[config.mk]
export PLATFORM = sky130hd
export DESIGN_NAME = texture_loader
export DESIGN_NICKNAME = d
export VERILOG_FILES = /design/src/rtl/art_pkg.sv /design/src/rtl/byte_to_rgb.sv /design/src/rtl/texture_loader.sv
export SDC_FILE = /design/constraint.sdc
export NUM_CORES = 1
export LEC_CHECK = 0
export ABC_CLOCK_PERIOD_IN_PS = 2600
export CAP_MARGIN = 20
export CORE_ASPECT_RATIO = 0.75
export CORE_MARGIN = 2
export CORE_UTILIZATION = 30
export DETAILED_ROUTE_END_ITERATION = 8
export PLACE_DENSITY = 0.58
export SLEW_MARGIN = 40
export SYNTH_ARGS = -nofsm -noshare
export SYNTH_HDL_FRONTEND = slang
export SYNTH_SLANG_ARGS = --single-unit
[constraint.sdc]
create_clock -name Clk -period 2.6 [get_ports Clk]
set_clock_uncertainty 0.15 [all_clocks]
set_input_delay 0.26 -clock Clk [delete_from_list [all_inputs] [get_ports Clk]]
set_output_delay 0.26 -clock Clk [all_outputs]
set_load 0.1 [all_outputs]
[src/rtl/art_pkg.sv]
// Shared definitions for the block-texture art path: texture geometry,
// pixel and slot types, block ids and the loader state encoding.
package art_pkg;

    localparam int TEX_W   = 40;
    localparam int TEX_H   = 40;
    localparam int TEX_PIX = TEX_W * TEX_H;

    typedef logic [23:0] rgb_t;
    typedef logic [3:0]  tex_id_t;

    typedef enum logic [3:0] {
        AIR      = 4'd0,
        BEDROCK  = 4'd1,
        WOOD     = 4'd2,
        STONE    = 4'd3,
        DIRT     = 4'd4,
        GRASS    = 4'd5,
        SAND     = 4'd6,
        GRAVEL   = 4'd7,
        COBBLE   = 4'd8,
        LEAVES   = 4'd9,
        GLASS    = 4'd10,
        BRICK    = 4'd11,
        COAL_ORE = 4'd12,
        IRON_ORE = 4'd13,
        GOLD_ORE = 4'd14,
        PLANKS   = 4'd15
    } block_id_e;

    typedef enum logic [1:0] {
        IDLE = 2'd0,
        DATA = 2'd1,
        DONE = 2'd2
    } loader_state_e;

endpackage

[src/rtl/byte_to_rgb.sv]
// Three-phase byte assembler: collects R, G, B bytes and flags the cycle in
// which the B byte is taken, presenting the complete {R,G,B} word alongside.
module byte_to_rgb
    import art_pkg::*;
(
    input  logic       clk,
    input  logic       rst_n,
    input  logic       clr,
    input  logic       take,
    input  logic [7:0] in_byte,
    output logic       pix_valid,
    output rgb_t       pix
);

    logic [1:0] phase;
    logic [7:0] r;
    logic [7:0] g;

    always_ff @(posedge clk or negedge rst_n) begin
        if (!rst_n) begin
            phase <= 2'd0;
        end else if (clr) begin
            phase <= 2'd0;
        end else if (take) begin
            phase <= (phase == 2'd2) ? 2'd0 : phase + 2'd1;
        end
    end

    always_ff @(posedge clk) begin
        if (take && phase == 2'd0) r <= in_byte;
        if (take && phase == 2'd1) g <= in_byte;
    end

    assign pix_valid = take && (phase == 2'd2);
    assign pix       = {r, g, in_byte};

endmodule

[src/rtl/texture_loader.sv]
// Texture RAM writer: parses a one-byte header, streams 1600 RGB888 pixels
// into the selected slot and tracks which slots hold a complete image.
module texture_loader
    import art_pkg::*;
#(
    parameter int         TEX_PIX   = art_pkg::TEX_PIX,
    parameter int         ADDR_W    = 11,
    parameter logic [3:0] HDR_MAGIC = 4'hA
) (
    input  logic              Clk,
    input  logic              Reset_n,
    input  logic              abort,
    input  logic [7:0]        in_data,
    input  logic              in_valid,
    output logic              in_ready,
    output logic              wr_en,
    output logic [3:0]        wr_id,
    output logic [ADDR_W-1:0] wr_addr,
    output logic [23:0]       wr_data,
    output logic              busy,
    output logic              done,
    output logic              hdr_err,
    output logic [15:0]       tex_loaded
);

    loader_state_e     state;
    loader_state_e     state_nxt;
    logic              ready_q;
    logic              accept;
    logic              hdr_ok;
    logic              hdr_take;
    logic              data_take;
    logic              pix_valid;
    logic              last_pix;
    rgb_t              pix;
    logic [ADDR_W-1:0] pix_cnt;

    // abort must block acceptance in the same cycle, so it bypasses the register
    assign in_ready  = ready_q & ~abort;
    assign accept    = in_valid & in_ready;
    assign hdr_ok    = (in_data[7:4] == HDR_MAGIC);
    assign hdr_take  = accept && (state == IDLE) && hdr_ok;
    assign data_take = accept && (state == DATA);
    assign last_pix  = pix_valid && (pix_cnt == ADDR_W'(TEX_PIX - 1));

    byte_to_rgb u_asm (
        .clk       (Clk),
        .rst_n     (Reset_n),
        .clr       (abort | hdr_take),
        .take      (data_take),
        .in_byte   (in_data),
        .pix_valid (pix_valid),
        .pix       (pix)
    );

    always_ff @(posedge Clk or negedge Reset_n) begin
        if (!Reset_n) state <= IDLE;
        else          state <= state_nxt;
    end

    always_comb begin
        state_nxt = state;
        if (abort) begin
            state_nxt = IDLE;
        end else begin
            unique case (state)
                IDLE:    if (hdr_take) state_nxt = DATA;
                DATA:    if (last_pix) state_nxt = DONE;
                DONE:    state_nxt = IDLE;
                default: state_nxt = IDLE;
            endcase
        end
    end

    always_ff @(posedge Clk or negedge Reset_n) begin
        if (!Reset_n) begin
            ready_q    <= 1'b0;
            busy       <= 1'b0;
            done       <= 1'b0;
            hdr_err    <= 1'b0;
            wr_en      <= 1'b0;
            wr_id      <= 4'd0;
            wr_addr    <= '0;
            wr_data    <= 24'd0;
            pix_cnt    <= '0;
            tex_loaded <= 16'h0000;
        end else begin
            ready_q <= (state_nxt != DONE);
            busy    <= (state_nxt != IDLE);
            done    <= (state_nxt == DONE);
            hdr_err <= accept && (state == IDLE) && !hdr_ok;
            wr_en   <= pix_valid;
            if (pix_valid) begin
                wr_addr <= pix_cnt;
                wr_data <= pix;
                if (!last_pix) pix_cnt <= pix_cnt + 1'b1;
            end
            if (hdr_take) begin
                wr_id                  <= in_data[3:0];
                tex_loaded[in_data[3:0]] <= 1'b0;
                pix_cnt                <= '0;
            end
            if (state == DONE && !abort) tex_loaded[wr_id] <= 1'b1;
        end
    end

endmodule

==> results of run 1 <==
[cells in the mapped netlist]
cell type  instances  area (µm²)
or3_1              2        12.5
nand3b_1           1        7.51
inv_1              5        18.8
and2_1             2        12.5
and2b_1            1        7.51
ha_1               1        12.5
clkbuf_1           5        18.8
dfrtp_1           75        1880
nor2_1             4        15.0
a21oi_1            7        35.0
and3b_2            1        10.0
or2_2              2        12.5
nor4b_1            2        17.5
nor4bb_1           1        10.0
edfxtp_1          16         480
nand4_1            7        43.8
o211ai_1           1        7.51
and4_1             1        8.76
o31a_1             1        8.76
and3_1             2        12.5
buf_6              1        11.3
nand2_1          128         480
o31ai_1            5        37.5
nor4_2             1        12.5
nand3_1            7        35.0
nor2b_1            2        12.5
o21a_1             1        7.51
and4bb_2           2        25.0
or4bb_1            1        11.3
or3b_1             1        8.76
or4_1              4        30.0
a211oi_1           2        15.0
o21ai_0           37         185
nand2b_1           7        43.8
buf_2              6        30.0
mux2i_1            3        30.0
clkinv_1           1        3.75
nor4_1             3        18.8
[placed cells by master, fill, tap and decap left out, types with 7 or more instances in the layout]
cell,n
a21oi_1,7
buf_4,63
clkbuf_16,10
clkdlybuf4s50_1,10
dfrtp_1,75
edfxtp_1,16
nand2_1,128
nand2b_1,7
nand3_1,7
nand4_1,7
o21ai_0,37
[flip-flops by register name, indices dropped and copies added, names as in the netlist]
signal	count
busy	1
done	1
hdr_err	1
pix_cnt	11
ready_q	1
state	2
tex_loaded	16
u_asm.g	8
u_asm.phase	2
u_asm.r	8
wr_addr	11
wr_data	24
wr_en	1
wr_id	4
[area by class of cell]
class	count	area, µm²
multi-input cells	240	1190
fillers	1167	6990
inverters	6	22.5
flip-flops and latches	91	2360
clock inverters	3	43.8
clock buffers	13	282
repair buffers	76	614
well taps	162	203
[cells by family after synthesis]
| logic type | after synthesis | share of synthesized area, % |
|---|---|---|
| buf+inv | 18 | 2.28 |
| simple gates | 182 | 23.4 |
| mux | 3 | 0.828 |
| flops | 91 | 65.0 |
| compound gates | 54 | 8.18 |
| fa+ha+maj | 1 | 0.345 |
[repair_timing]
item	4_1_cts	5_1_grt
endpoints found under the hold margin	75	0
hold buffers	1	0
setup buffers	0	0
[power by group through the flow]
stage,Combinational (µW),Sequential [µW],Clock [µW]
floorplan,45.5,1600,0
global placement,225,1510,0
detailed placement,227,1510,0
CTS,229,1480,1430
global route,243,1490,1490
finish,226,1480,1380
[layer usage]
metal | track usage, % | routed length (µm) | part of all wire [%]
met1 | 21.7 | 4480 | 52
met2 | 19.8 | 3630 | 42
met3 | 4.73 | 443 | 5.1
met4 | 3.85 | 78 | 0.90
met5 | 0 | 0 | 0
[worst min path at each step]
| stage | to | slack (ns) | depth (start not counted) |
|---|---|---|---|
| floorplan | busy | -0.19 | 0 |
| global placement | wr_data[20] | 0.27 | 2 |
| detailed placement | wr_en | 0.19 | 1 |
| CTS | wr_data[20] | 0.29 | 2 |
| global route | wr_data[20] | 0.32 | 2 |
| finish | wr_data[12] | 0.29 | 2 |
[through the flow]
step	hold slack, ns	cell area [µm²]
floorplan	-0.186	3630
global placement	0.270	4370
global route	0.319	4710
finish	0.292	4710
CTS	0.293	4710
detailed placement	0.190	4370
[worst max-delay path: cells and delay by family, from the launching register on]
kind | cells | cell delay [ns]
AND/OR/NAND/NOR | 3 | 0.98
flip-flops | 1 | 0.44
adder cells (fa/ha/maj) | 1 | 0.24
AO/OA/AOI/OAI | 1 | 0.14
==> results.json, run 1 <==
{
  "syn_inst": 349,
  "hp-start": "u_asm.g[4]",
  "place_ws_ns": 0.237,
  "hp-class": "flop to flop",
  "antenna_found_initial": 0,
  "rrSetupSlack_ns": 0.58,
  "port-buffer-count": 71,
  "fin_crit_sh_pct": 77.9,
  "grt_usage_pct": 14.4,
  "maxCapViolCount": 0,
  "drc": 0,
  "die_w_um": 131,
  "layoutNonFillerInstCount": 591,
  "tightest_slew_ns": 0.697,
  "ios": 72,
  "cp_max_fo": 7,
  "grt_pass1_vias": 2713,
  "hold_violations": 0,
  "postLayoutCoreUtil_pct": 40.3,
  "dr.pass1.iters": 4,
  "synth.ff_latch_count": 91,
  "core_um2": 11700,
  "dr_total_vias": 2755,
  "p_leak_uw": 0.00228,
  "p_seq_share_pct": 48.0,
  "antenna_cells": 0,
  "ctsResizeCount": 0,
  "syn-cell-area_um2": 3630,
  "p_sw_share_pct": 23.1,
  "finalCriticalPeriod_ns": 2.02,
  "clk_pin_slew_worst_paths_ns": 0.06,
  "htree_levels": 3,
  "grt_remaining_overflow": 0,
  "p_int_uw": 2370,
  "syn_area_per_cell_um2": 10.4,
  "start_util_pct": 31.0,
  "die_h_um": 99.2,
  "dp_cells": 574,
  "layout-drive-gt1-share_pct": 20.0,
  "finalPower_uw": 3090,
  "layout_setup_ws_ns": 0.576,
  "cts.sinks": 91,
  "viasPerCell": 4.66,
  "insertion_delay_ns": 0.34,
  "synth_seq_area_share_pct": 65.0,
  "outcome": "completed",
  "hpwlAfterDp_mm": 6.01,
  "crit_slowest_cell": "or4_1",
  "drv_slew": 0,
  "setup-tns-final_ns": 0,
  "cts_root_buf": "clkbuf_16",
  "fmax_ghz": 0.494,
  "dieArea_um2": 13000,
  "pwr-share-comb_pct": 7.3,
  "cts_made_buffers": 9,
  "grt_pass1_wl_mm": 14.5,
  "worst-r2r-cell-count": 5,
  "critical_path_class": "flop to flop",
  "antenna_left": 0,
  "wl_per_cell_um": 14.6,
  "rr_startpoint": "pix_cnt[0]",
  "drt-initial-drc-count": 170,
  "ir_drop_v": 0.000320,
  "nets": 437,
  "cts_tree": "built",
  "endpoint": "pix_cnt[3]",
  "synth_nets": 362,
  "crit_path_start": "pix_cnt[0]",
  "setup_violations": 0,
  "timing.rr.end": "pix_cnt[3]",
  "yosys_warnings": 0,
  "worstSetupStartpointType": "flop",
  "arrival_ns": 2.13,
  "rsz0062_at_grt": "no",
  "max_stage_delay_ns": 0.49,
  "crit_path_cell_trace": "ha_1 > and3_1 > and4_1 > or4_1 > a21oi_1",
  "max_slew_margin_pct": 53.5,
  "endpoint_kind": "flop",
  "grt_max_degree": 76,
  "ys_types": 38,
  "clockPowerShare_pct": 44.7,
  "syn2layout_area_growth_pct": 29.8,
  "switchingPower_uw": 714,
  "drt-total-wl_mm": 8.63,
  "gp_congestion": 0.772,
  "clock_path_buffers": 2,
  "required_ns": 2.71,
  "row_count": 34,
  "p_per_area_nw_per_um2": 656
}
No activity file was read; power rests on OpenSTA's default activity.
==> run 2: changes to the inputs <==
- ABC_CLOCK_PERIOD_IN_PS: 2600 -> 1900
- clock period: 2.6 -> 1.9 ns (I/O delays scaled with it)
==> run 2 against run 1 <==
Core utilization is 3.0 points higher; final cell count is 4.1% higher; clock power is 30% higher; routed wire length is 3.1% higher; critical endpoint is now pix_cnt[1]; power is 36% higher; cell area is 7.5% higher.
==> results.json, run 2 (synthesis gave the netlist of run 1 again) <==
{
  "fin_crit_sh_pct": 95.9,
  "grt_pass1_vias": 2768,
  "ir_drop_v": 0.000420,
  "antenna_cells": 0,
  "endpoint_kind": "flop",
  "drt-total-wl_mm": 8.90,
  "drc": 0,
  "antenna_left": 0,
  "cp_max_fo": 7,
  "hp-class": "primary input to asynchronous set/reset pin",
  "die_w_um": 131,
  "arrival_ns": 1.93,
  "p_leak_uw": 0.00243,
  "viasPerCell": 4.69,
  "hold_violations": 0,
  "cts_tree": "built",
  "die_h_um": 99.2,
  "pwr-share-comb_pct": 8.8,
  "switchingPower_uw": 1030,
  "cts_setup_buffers": 0,
  "fin_area_um2": 5060,
  "clk_pin_slew_worst_paths_ns": 0.07,
  "drv_slew": 0,
  "gp_congestion": 0.809,
  "grt_remaining_overflow": 0,
  "start_util_pct": 31.0,
  "p_per_area_nw_per_um2": 829,
  "max_slew_margin_pct": 64.6,
  "core_um2": 11700,
  "regMostFlops": "wr_data",
  "dr_total_vias": 2882,
  "fin_hold_ws_ns": 0.240,
  "dr.pass1.iters": 4,
  "insertion_delay_ns": 0.33,
  "clock_path_buffers": 2,
  "clockPowerShare_pct": 42.7,
  "cts_root_buf": "clkbuf_16",
  "grt_pass1_wl_mm": 14.6,
  "ios": 72,
  "grt_max_degree": 41,
  "placed_area_um2": 4730,
  "fmax_ghz": 0.549,
  "rrSetupSlack_ns": 0.08,
  "nets": 461,
  "antenna_found_initial": 0,
  "worstSetupStartpointType": "flop",
  "p_int_uw": 3170,
  "setup_violations": 0,
  "reg_top3": "wr_data: 24 flops, tex_loaded: 16 flops",
  "p_seq_share_pct": 48.5,
  "cts_made_buffers": 9,
  "tightest_slew_ns": 0.531,
  "layout_common_cells": "nand2_1 (126), dfrtp_1 (75), buf_4 (74), o21ai_0 (37), edfxtp_1 (16)",
  "critical_path_class": "flop to flop",
  "max_stage_delay_ns": 0.48,
  "htree_levels": 3,
  "syn2layout_area_growth_pct": 39.6,
  "outcome": "completed",
  "wl_per_cell_um": 14.5,
  "drt-initial-drc-count": 181,
  "finalCriticalPeriod_ns": 1.82,
  "largest_register_ffs": 24,
  "p_sw_share_pct": 24.6,
  "dieArea_um2": 13000,
  "crit_slowest_cell": "dfrtp_1",
  "crit_path_cell_trace": "nor4b_1 > and4_1 > buf_4 > o21ai_0 > a21oi_1",
  "cts.sinks": 91,
  "grt_usage_pct": 14.5,
  "fillers": 1139,
  "port-buffer-count": 71,
  "required_ns": 2.01,
  "final_common_cell": "nand2_1",
  "row_count": 34,
  "layout-drive-gt1-share_pct": 25.8,
  "hpwlAfterDp_mm": 6.27,
  "maxCapViolCount": 0
}
==> run 2: cell count changes in the layout (fill, tap and decap cells not counted), sizes merged <==
cell / delta
clkinv: -2
clkbuf: -3
buf: +24
inv: +5
==> run 2: worst max-delay path, delay by kind of cell (launching register included) <==
family	cells	cell delay, ns
compound gates	2	0.22
buf+inv	1	0.16
flops	1	0.48
simple gates	2	0.73
==> run 2: per-stage QoR <==
step	utilization (%)	setup TNS, ns	worst slack, ns	total power (µW)	cells
final	43.3	0	0.0770	4200	615
after global routing	43.3	-0.0332	-0.0204	4360	615
after CTS	43.1	0	0.0286	4250	615
after detailed placement	40.5	-5.38	-0.200	2440	598
after global placement	40.5	-4.13	-0.170	2440	598
after floorplan	-	0	0.0102	2250	349
==> run 2: worst paths after layout <==
check / start / to / depth (start not counted)
worst max-delay path: pix_cnt[7] / pix_cnt[1] / 5
worst min-delay path: Reset_n / wr_en / 2
max in group asynchronous: Reset_n / u_asm.phase[1] / 3
min in group Clk: u_asm.r[3] / wr_data[19] / 2
worst max register to register: pix_cnt[7] / pix_cnt[1] / 5
worst min register to register: u_asm.r[3] / wr_data[19] / 2
==> run 2: layout make-up <==
type                            count  area (µm²)  share of cell area (%)
Clock buffer                       10         229                    4.52
Clock inverter                      6        68.8                    1.36
Inverter                            6        22.5                   0.445
Multi-Input combinational cell    240        1220                    24.0
Sequential cell                    91        2360                    46.6
Tap cell                          162         203                    4.00
Timing Repair Buffer              100         966                    19.1
==> run 2: what timing repair did <==
item	4_1_cts	5_1_grt
hold endpoints to repair	39	0
endpoints found under the setup margin	0	15
hold buffers	1	0
gates resized for setup	0	6
==> run 2: metal layers <==
metal | vias to the layer above | track usage [%] | share of wire (%)
li1 | 1391 | - | -
met1 | 1410 | 22.3 | 49
met4 | 0 | 4.26 | 0.60
met2 | 77 | 20.4 | 44
met5 | - | 0 | 0
met3 | 4 | 3.28 | 6.5
==> run 2: power groups by stage <==
stage | Sequential [µW] | Combinational, µW | Clock [µW]
after floorplan | 2190 | 62.3 | 0
after global placement | 2080 | 367 | 0
after detailed placement | 2080 | 369 | 0
after CTS | 2040 | 373 | 1840
after global routing | 2040 | 391 | 1930
final | 2040 | 369 | 1790
==> run 3: changes to the inputs <==
- RECOVER_POWER: unset -> 25
==> run 3 against run 2 <==
Via count down 0.94%; clock power hardly changed; sequential power barely moved; largest cell class unchanged; critical path depth unchanged; setup slack better by 0.0046 ns; final cell count unchanged; power shrank 0.21%.
==> results.json, run 3 (synthesis gave the netlist of run 1 again) <==
{
  "tightest_slew_ns": 1.01,
  "p_leak_uw": 0.00241,
  "arrival_ns": 1.92,
  "placed_area_um2": 4730,
  "cp_max_fo": 7,
  "p_per_area_nw_per_um2": 832,
  "fillers": 1144,
  "grt_usage_pct": 14.5,
  "critical_path_class": "flop to flop",
  "row_count": 34,
  "htree_levels": 3,
  "layoutNonFillerInstCount": 615,
  "outcome": "completed",
  "antenna_found_initial": 0,
  "hp-start": "u_asm.r[3]",
  "ios": 72,
  "wl_per_cell_um": 14.4,
  "grt_max_degree": 41,
  "dr_total_vias": 2855,
  "insertion_delay_ns": 0.33,
  "antenna_cells": 0,
  "clk_pin_slew_worst_paths_ns": 0.07,
  "finalCriticalPeriod_ns": 1.82,
  "drt-total-wl_mm": 8.88,
  "regMostFlops": "wr_data",
  "worst_hold_path.endpoint": "wr_data[19]",
  "ir_drop_v": 0.000420,
  "syn2layout_area_growth_pct": 38.8,
  "cts_made_buffers": 9,
  "max_slew_margin_pct": 32.7,
  "hp-class": "flop to flop",
  "required_ns": 2.01,
  "fin_hold_ws_ns": 0.291,
  "setup_violations": 0,
  "endpoint_kind": "flop",
  "multi_input_area_um2": 1220,
  "grt_pass1_wl_mm": 14.6,
  "port-buffer-count": 71,
  "rr_startpoint": "pix_cnt[7]",
  "maxCapViolCount": 0,
  "grt_pass1_vias": 2768,
  "finalPower_uw": 4190,
  "dr.pass1.iters": 4,
  "hold_violations": 0,
  "grt_remaining_overflow": 0,
  "antenna_left": 0,
  "dieArea_um2": 13000,
  "largest_register_ffs": 24,
  "gp_congestion": 0.809,
  "dp_cells": 598,
  "worst-r2r-cell-count": 5,
  "fin_crit_sh_pct": 95.7,
  "drc": 0,
  "rrSetupSlack_ns": 0.08,
  "final_common_cell": "nand2_1",
  "fmax_ghz": 0.550,
  "cts_root_buf": "clkbuf_16",
  "layout-drive-gt1-share_pct": 24.7,
  "worstSetupStartpointType": "flop",
  "drt-initial-drc-count": 188,
  "clock_path_buffers": 2,
  "viasPerCell": 4.64,
  "cts_tree": "built",
  "nets": 461,
  "fin_area_um2": 5030,
  "drv_slew": 0,
  "timing.rr.end": "pix_cnt[1]",
  "die_h_um": 99.2,
  "hold_path_depth": 2,
  "core_um2": 11700,
  "hpwlAfterDp_mm": 6.27,
  "reg_top3": "wr_data: 24 flops, tex_loaded: 16 flops",
  "seqCellArea_um2": 2360,
  "start_util_pct": 31.0,
  "die_w_um": 131,
  "layout_common_cells": "nand2_1 (126), dfrtp_1 (75), buf_4 (68), o21ai_0 (37), edfxtp_1 (16)",
  "cts.sinks": 91
}
==> run 3: cell count changes in the layout (fill, tap and decap cells not counted), sizes merged <==
| cell | delta |
|---|---|
| buf | -6 |
| clkdlybuf4s50 | -8 |
| dlygate4sd3 | +8 |
| clkbuf | +6 |
==> run 3: worst max-delay path by stage <==
stage / start / end / slack, ns / cells after the start
floorplan: wr_id[0] / tex_loaded[15] / 0.01 / 3
global placement: abort / u_asm.g[3] / -0.17 / 6
detailed placement: abort / u_asm.g[3] / -0.20 / 6
CTS: state[1] / pix_cnt[6] / 0.03 / 4
global route: pix_cnt[7] / pix_cnt[1] / -0.02 / 5
finish: pix_cnt[7] / pix_cnt[1] / 0.08 / 5
==> run 3: where the power goes <==
part	switching, µW	internal, µW
Combinational	239	119
Sequential	35.6	2000
Clock	758	1040
==> run 3: layout make-up <==
class | instances | area share [%]
repair buffers | 100 | 18.6
clock inverters | 6 | 1.37
inverters | 6 | 0.447
multi-input cells | 240 | 24.2
well taps | 162 | 4.03
clock buffers | 10 | 4.55
flip-flops and latches | 91 | 46.8
==> run 3: per-layer routing <==
| metal | vias up | GRT usage [%] | wire [µm] |
|---|---|---|---|
| met1 | 1388 | 22.3 | 4390 |
| li1 | 1388 | - | - |
| met3 | 4 | 3.28 | 571 |
| met5 | - | 0 | 0 |
| met4 | 0 | 4.26 | 53 |
| met2 | 75 | 20.4 | 3870 |
==> run 3: worst max-delay path: stages, from the launching register on <==
cell and delay [ns]:
dfrtp_1 0.48, nor4b_1 0.42, and4_1 0.31, buf_4 0.16, o21ai_0 0.07, a21oi_1 0.15
==> run 3: per-stage QoR <==
stage	TNS (ns)	worst slack (ns)	utilization (%)
finish	0	0.0816	43.0
global route	-0.0332	-0.0204	43.0
CTS	0	0.0286	43.1
detailed placement	-5.38	-0.200	40.5
global placement	-4.13	-0.170	40.5
floorplan	0	0.0102	-
==> run 3: what timing repair did <==
| action | CTS | global route |
|---|---|---|
| endpoints found under the setup margin | 0 | 15 |
| resized for setup | 0 | 6 |
| setup buffers | 0 | 0 |
| endpoints found under the hold margin | 39 | 0 |
| hold buffers | 1 | 0 |
